### src/rtl/mips_pkg.sv
// Shared MIPS definitions: opcode constants, fetch state encoding, default reset PC.
package mips_pkg;

  localparam logic [5:0] R_TYPE = 6'd0;
  localparam logic [5:0] J      = 6'd2;
  localparam logic [5:0] BEQ    = 6'd4;
  localparam logic [5:0] LW     = 6'd35;
  localparam logic [5:0] SW     = 6'd43;

  localparam logic [31:0] DEFAULT_RESET_PC = 32'h0000_0000;

  typedef enum logic [1:0] {
    IDLE  = 2'd0,
    FETCH = 2'd1,
    HOLD  = 2'd2
  } fetch_state_e;

  // Word-granular beq offset: sign-extend imm16 and scale by 4.
  function automatic logic [31:0] branch_offset(input logic [15:0] imm);
    return {{14{imm[15]}}, imm, 2'b00};
  endfunction

endpackage

### src/rtl/next_pc_sel.sv
// Combinational next-PC selection: pc+4, beq target, j target; jump has priority over branch.
module next_pc_sel
  import mips_pkg::*;
(
  input  logic [31:0] pc,
  input  logic [25:0] instr_index,
  input  logic        jump,
  input  logic        take_branch,
  output logic [31:0] next_pc
);

  logic [31:0] pc_plus4_s;
  logic [31:0] branch_tgt_s;
  logic [31:0] jump_tgt_s;

  // Candidate targets and priority mux, all modulo 2^32.
  always_comb begin
    pc_plus4_s   = pc + 32'd4;
    branch_tgt_s = pc_plus4_s + branch_offset(instr_index[15:0]);
    jump_tgt_s   = {pc_plus4_s[31:28], instr_index, 2'b00};
    if (jump) begin
      next_pc = jump_tgt_s;
    end else if (take_branch) begin
      next_pc = branch_tgt_s;
    end else begin
      next_pc = pc_plus4_s;
    end
  end

endmodule

### src/rtl/instr_fetch_unit.sv
// MIPS instruction fetch unit: IDLE/FETCH/HOLD handshake with imem and decode, registered outputs.
// Optional FETCH_PERF_CNT_EN adds instr_count/stall_count performance counters.
module instr_fetch_unit
  import mips_pkg::*;
#(
  parameter int                 ADDR_W   = 32,
  parameter logic [ADDR_W-1:0]  RESET_PC = DEFAULT_RESET_PC
) (
  input  logic              clk,
  input  logic              rst_n,
  output logic              imem_req,
  output logic [ADDR_W-1:0] imem_addr,
  input  logic              imem_ready,
  input  logic [31:0]       imem_rdata,
  output logic              ir_valid,
  output logic [31:0]       ir,
  output logic [5:0]        op,
  output logic [ADDR_W-1:0] pc_out,
  input  logic              ir_ack,
  input  logic              take_branch,
  input  logic              jump
`ifdef FETCH_PERF_CNT_EN
  ,
  output logic [31:0]       instr_count,
  output logic [31:0]       stall_count
`endif
);

  fetch_state_e      state_q, state_d;
  logic [ADDR_W-1:0] pc_q, pc_d;
  logic              imem_req_q, imem_req_d;
  logic [ADDR_W-1:0] imem_addr_q, imem_addr_d;
  logic              ir_valid_q, ir_valid_d;
  logic [31:0]       ir_q, ir_d;
  logic [5:0]        op_q, op_d;
  logic [ADDR_W-1:0] pc_out_q, pc_out_d;
  logic [31:0]       next_pc_s;

  next_pc_sel u_next_pc_sel (
    .pc          (pc_q),
    .instr_index (ir_q[25:0]),
    .jump        (jump),
    .take_branch (take_branch),
    .next_pc     (next_pc_s)
  );

  // Next-state and next-output logic of the fetch FSM.
  always_comb begin
    state_d     = state_q;
    pc_d        = pc_q;
    imem_req_d  = imem_req_q;
    imem_addr_d = imem_addr_q;
    ir_valid_d  = ir_valid_q;
    ir_d        = ir_q;
    op_d        = op_q;
    pc_out_d    = pc_out_q;
    case (state_q)
      IDLE: begin
        state_d     = FETCH;
        imem_req_d  = 1'b1;
        imem_addr_d = pc_q;
      end
      FETCH: begin
        if (imem_ready) begin
          state_d    = HOLD;
          ir_d       = imem_rdata;
          op_d       = imem_rdata[31:26];
          pc_out_d   = pc_q;
          imem_req_d = 1'b0;
          ir_valid_d = 1'b1;
        end else begin
          imem_req_d = 1'b1;
        end
      end
      HOLD: begin
        if (ir_ack) begin
          state_d     = FETCH;
          pc_d        = next_pc_s;
          imem_addr_d = next_pc_s;
          imem_req_d  = 1'b1;
          ir_valid_d  = 1'b0;
        end else begin
          ir_valid_d = 1'b1;
        end
      end
      default: begin
        state_d    = IDLE;
        imem_req_d = 1'b0;
        ir_valid_d = 1'b0;
      end
    endcase
  end

  // State and output registers; reset also drops any outstanding request.
  always_ff @(posedge clk or negedge rst_n) begin
    if (!rst_n) begin
      state_q     <= IDLE;
      pc_q        <= RESET_PC;
      imem_req_q  <= 1'b0;
      imem_addr_q <= RESET_PC;
      ir_valid_q  <= 1'b0;
      ir_q        <= 32'd0;
      op_q        <= 6'd0;
      pc_out_q    <= RESET_PC;
    end else begin
      state_q     <= state_d;
      pc_q        <= pc_d;
      imem_req_q  <= imem_req_d;
      imem_addr_q <= imem_addr_d;
      ir_valid_q  <= ir_valid_d;
      ir_q        <= ir_d;
      op_q        <= op_d;
      pc_out_q    <= pc_out_d;
    end
  end

  assign imem_req  = imem_req_q;
  assign imem_addr = imem_addr_q;
  assign ir_valid  = ir_valid_q;
  assign ir        = ir_q;
  assign op        = op_q;
  assign pc_out    = pc_out_q;

`ifdef FETCH_PERF_CNT_EN
  logic [31:0] instr_count_q, instr_count_d;
  logic [31:0] stall_count_q, stall_count_d;

  // Retired-instruction and memory-wait counters, both free-running with wrap.
  always_comb begin
    instr_count_d = instr_count_q;
    stall_count_d = stall_count_q;
    if ((state_q == HOLD) && ir_ack) begin
      instr_count_d = instr_count_q + 32'd1;
    end else begin
      instr_count_d = instr_count_q;
    end
    if ((state_q == FETCH) && !imem_ready) begin
      stall_count_d = stall_count_q + 32'd1;
    end else begin
      stall_count_d = stall_count_q;
    end
  end

  // Counter registers.
  always_ff @(posedge clk or negedge rst_n) begin
    if (!rst_n) begin
      instr_count_q <= 32'd0;
      stall_count_q <= 32'd0;
    end else begin
      instr_count_q <= instr_count_d;
      stall_count_q <= stall_count_d;
    end
  end

  assign instr_count = instr_count_q;
  assign stall_count = stall_count_q;
`endif

endmodule
### config.mk
export PLATFORM = sky130hd
export DESIGN_NAME = instr_fetch_unit
export DESIGN_NICKNAME = d
export VERILOG_FILES = /design/src/rtl/mips_pkg.sv /design/src/rtl/next_pc_sel.sv /design/src/rtl/instr_fetch_unit.sv
export SDC_FILE = /design/constraint.sdc
export NUM_CORES = 1
export LEC_CHECK = 0
export CORE_MARGIN = 2
export CORE_UTILIZATION = 54
export DETAILED_ROUTE_END_ITERATION = 8
export GPL_ROUTABILITY_DRIVEN = 0
export PLACE_DENSITY = 0.81
export SYNTH_ARGS = -nofsm -noshare
export SYNTH_HDL_FRONTEND = slang
export SYNTH_SLANG_ARGS = --single-unit
### constraint.sdc
create_clock -name clk -period 4.3 [get_ports clk]
set_input_delay 0.645 -clock clk [delete_from_list [all_inputs] [get_ports clk]]
set_output_delay 0.645 -clock clk [all_outputs]
set_load 0.1 [all_outputs]
==> results_dict.tcl <==
set metrics [dict create \
    hold_buffers 0 \
    ys_seq_area_frac 0.408 \
    cts-root-buf "clkbuf_16" \
    path_class "reg -> reg" \
    core-area_sq_mm 0.0146 \
    synth_top_family_by_area "compound AO/OA/AOI/OAI gates" \
    cts.sinks 132 \
    wl_microns 22700 \
    crit_cells 14 \
    dieArea_sq_mm 0.0160 \
    synth_xor_area_frac 0.0540 \
    hold_violations 0 \
    htreeDepth 4 \
    critPathBufInv 0 \
    min_path_type "in -> async" \
    firstDrtPassIters 5 \
    n_antenna_cell 0 \
    fp.dieH_microns 126 \
    synthCells 858 \
    reg2reg_from "pc_q[12]" \
    syn_area_per_cell_sq_um 9.43 \
    setup_viol 0 \
    cap_violations 0 \
    synth_area_leaders "dfrtp_1, mux2_2, ha_1, nand2_1, a21oi_1" \
    clock_skew_ns 0.00701 \
    crit_path_max_incr_delay_ns 0.58 \
    synth_warnings 0 \
    start_util 0.555 \
    cts.path.max_buffers 2 \
    drtIter0Drc 525 \
    drcViolationCount 0 \
    synth_most_common_cell "dfrtp_1" \
    viasPerCell 6.13 \
    grt_pass1_vias 7268 \
    finalNonFillerCells 1178 \
    synth_commonest_cells "dfrtp_1, nand2_1, mux2_2" \
    fin_crit_ns 4.10 \
    worst_r2r_path_depth 14 \
    synth-simple-area-share 0.155 \
    detail-route-antenna-nets 0 \
    dr_wl_met2_microns 11400 \
    grt_max_degree 112 \
    hpwl_microns 16200 \
    worstSkewPairLatency_ns 0.42 \
    die_w_microns 126 \
    grt_setup_unrepaired "false" \
    path_delay_family "simple AND/OR/NAND/NOR gates" \
    num_io_pins 142 \
    topRoutingLayerUsed "met4" \
    max_freq_mhz 244 \
    maxSlewViolCount 0 \
    synth.ff_latch_count 132 \
    rows 44 \
    layout-drive-gt1-share 0.125 \
    worstPathRequired_ns 4.59 \
    fin_nets 1064 \
    cp_max_fo 7 \
    synth_edf_count 0 \
    slew_headroom 0.319 \
    wirelength_met1_microns 8860 \
    worst_setup_path_start_kind "flip-flop" \
    antenna_found_initial 0 \
    outcome "complete, no violations" \
    synth_flop_cell "dfrtp_1" \
    numPortBuffers 141 \
    finalCritPeriodShare 0.953 \
    crit_chain "nand4_1 > or4_4 > nor2_1 > and4_1 > xor2_2 > ha_1 > a21o_1 > nor3_1 > o21ai_0 > a221o_1 > or4_1 > nand3_1 > xnor2_1 > o21ai_0" \
    syn_nets 938 \
    syn_to_final_growth_pct 26.7 \
    num_vias 7223 \
    path_common_cell "o21ai_0" \
    critPathLaunch "pc_q[12]" \
    synthMuxAreaShare 0.106 \
    cts_tree "done" \
    grt-ovfl-total 0 \
    wl_per_cell_microns 19.2 \
    wl_met3_microns 1370 \
    worstMarginPinSlew_ns 1.02 \
    grt_pass1_wl_microns 36800 \
    ys_async_sr_fraction 1.00 \
    grtUsageTotal 0.288 \
    synth_area_sq_mm 0.00809 \
    numCtsBuffers 17 \
    cts.clk_slew.worst_paths_ns 0.06 \
    synth_top_area_frac 0.408 \
    synth_cell_types 69 \
    end_kind "flip-flop" \
    synth_compound_area_frac 0.176 \
    worstPathArrival_ns 4.39 \
    crit_path_top_delay_cell "or4_4" \
    final.setup.tns_ns 0 \
    synth_fa_ha_area_frac 0.0659 \
    synth_top_cell_by_area "dfrtp_1" \
    place_inst 1149 \
]
[path summary, 6_finish.rpt]
path	to	slack [ns]
setup reg to reg	pc_q[31]	0.20
max in group asynchronous	ir[26]	3.09
hold / removal	pc_out[29]	0.32
min in group clk	imem_addr[0]	0.47
hold reg to reg	imem_addr[0]	0.47
setup / recovery	pc_q[31]	0.20
[cell usage in the layout, fill, tap and decap left out, types with 11 or more instances in the layout]
cell	synthesis	routed
clkdlybuf4s50_1	0	140
dfrtp_1	132	131
nand2_1	113	112
mux2_2	68	68
a21oi_1	67	67
o21ai_0	60	60
nor2_1	46	46
ha_1	41	41
xnor2_1	33	33
nand3_1	30	30
a21o_1	21	21
inv_1	17	17
clkbuf_16	0	17
nor3_1	15	15
xor2_1	15	15
buf_4	6	13
and3_1	11	11
[per-layer routing]
layer,track usage,vias to the layer above
met5,0,-
met1,0.350,3494
li1,-,3348
met2,0.493,312
met3,0.0481,69
met4,0.151,0
[state kept, by name, indices dropped and copies added (netlist names)]
name and cells:
imem_addr 32, state_q 2, ir 32, pc_q 32
pc_out 32, ir_valid 1, imem_req 1
[worst reg2reg max path, cell delays in order (launching register included)]
cell,delay (ns)
dfrtp_1,0.45
nand4_1,0.18
or4_4,0.58
nor2_1,0.19
and4_1,0.26
xor2_2,0.16
ha_1,0.31
a21o_1,0.20
nor3_1,0.17
o21ai_0,0.15
a221o_1,0.35
or4_1,0.51
nand3_1,0.20
xnor2_1,0.15
o21ai_0,0.11
[final cells by class]
type / count / area [sq um]
Clock buffer: 20 / 457
Clock inverter: 9 / 155
Fill cell: 1071 / 4340
Inverter: 18 / 67.6
Multi-Input combinational cell: 660 / 4510
Sequential cell: 132 / 3300
Tap cell: 184 / 230
Timing Repair Buffer: 155 / 1530
[metrics by stage]
| step | hold WS [ns] | instance area (sq um) | setup slack, ns | utilization |
|---|---|---|---|---|
| after floorplan | 0.349 | 8090 | 0.740 | - |
| after global placement | 0.454 | 9640 | 0.471 | 0.661 |
| after detailed placement | 0.459 | 9640 | 0.316 | 0.661 |
| after CTS | 0.406 | 10300 | 0.260 | 0.703 |
| after global routing | 0.446 | 10300 | 0.0145 | 0.703 |
| final | 0.317 | 10300 | 0.203 | 0.703 |
[what timing repair did]
action | 4_1_cts | 5_1_grt
buffers inserted | 0 | 0
gates resized for setup | 0 | 1
setup endpoints to repair | 0 | 1
[logic make-up (layout without fill, tap and decap cells)]
family,after synthesis,in the layout
flops,132,132
compound gates,226,226
fa+ha+maj,42,42
simple gates,266,266
xor+xnor,49,49
mux,77,77
buf+inv,66,202
Power is left out: the tool's default activity adds up to more than one toggle a clock period on the data nets, which glitch-free logic cannot reach.
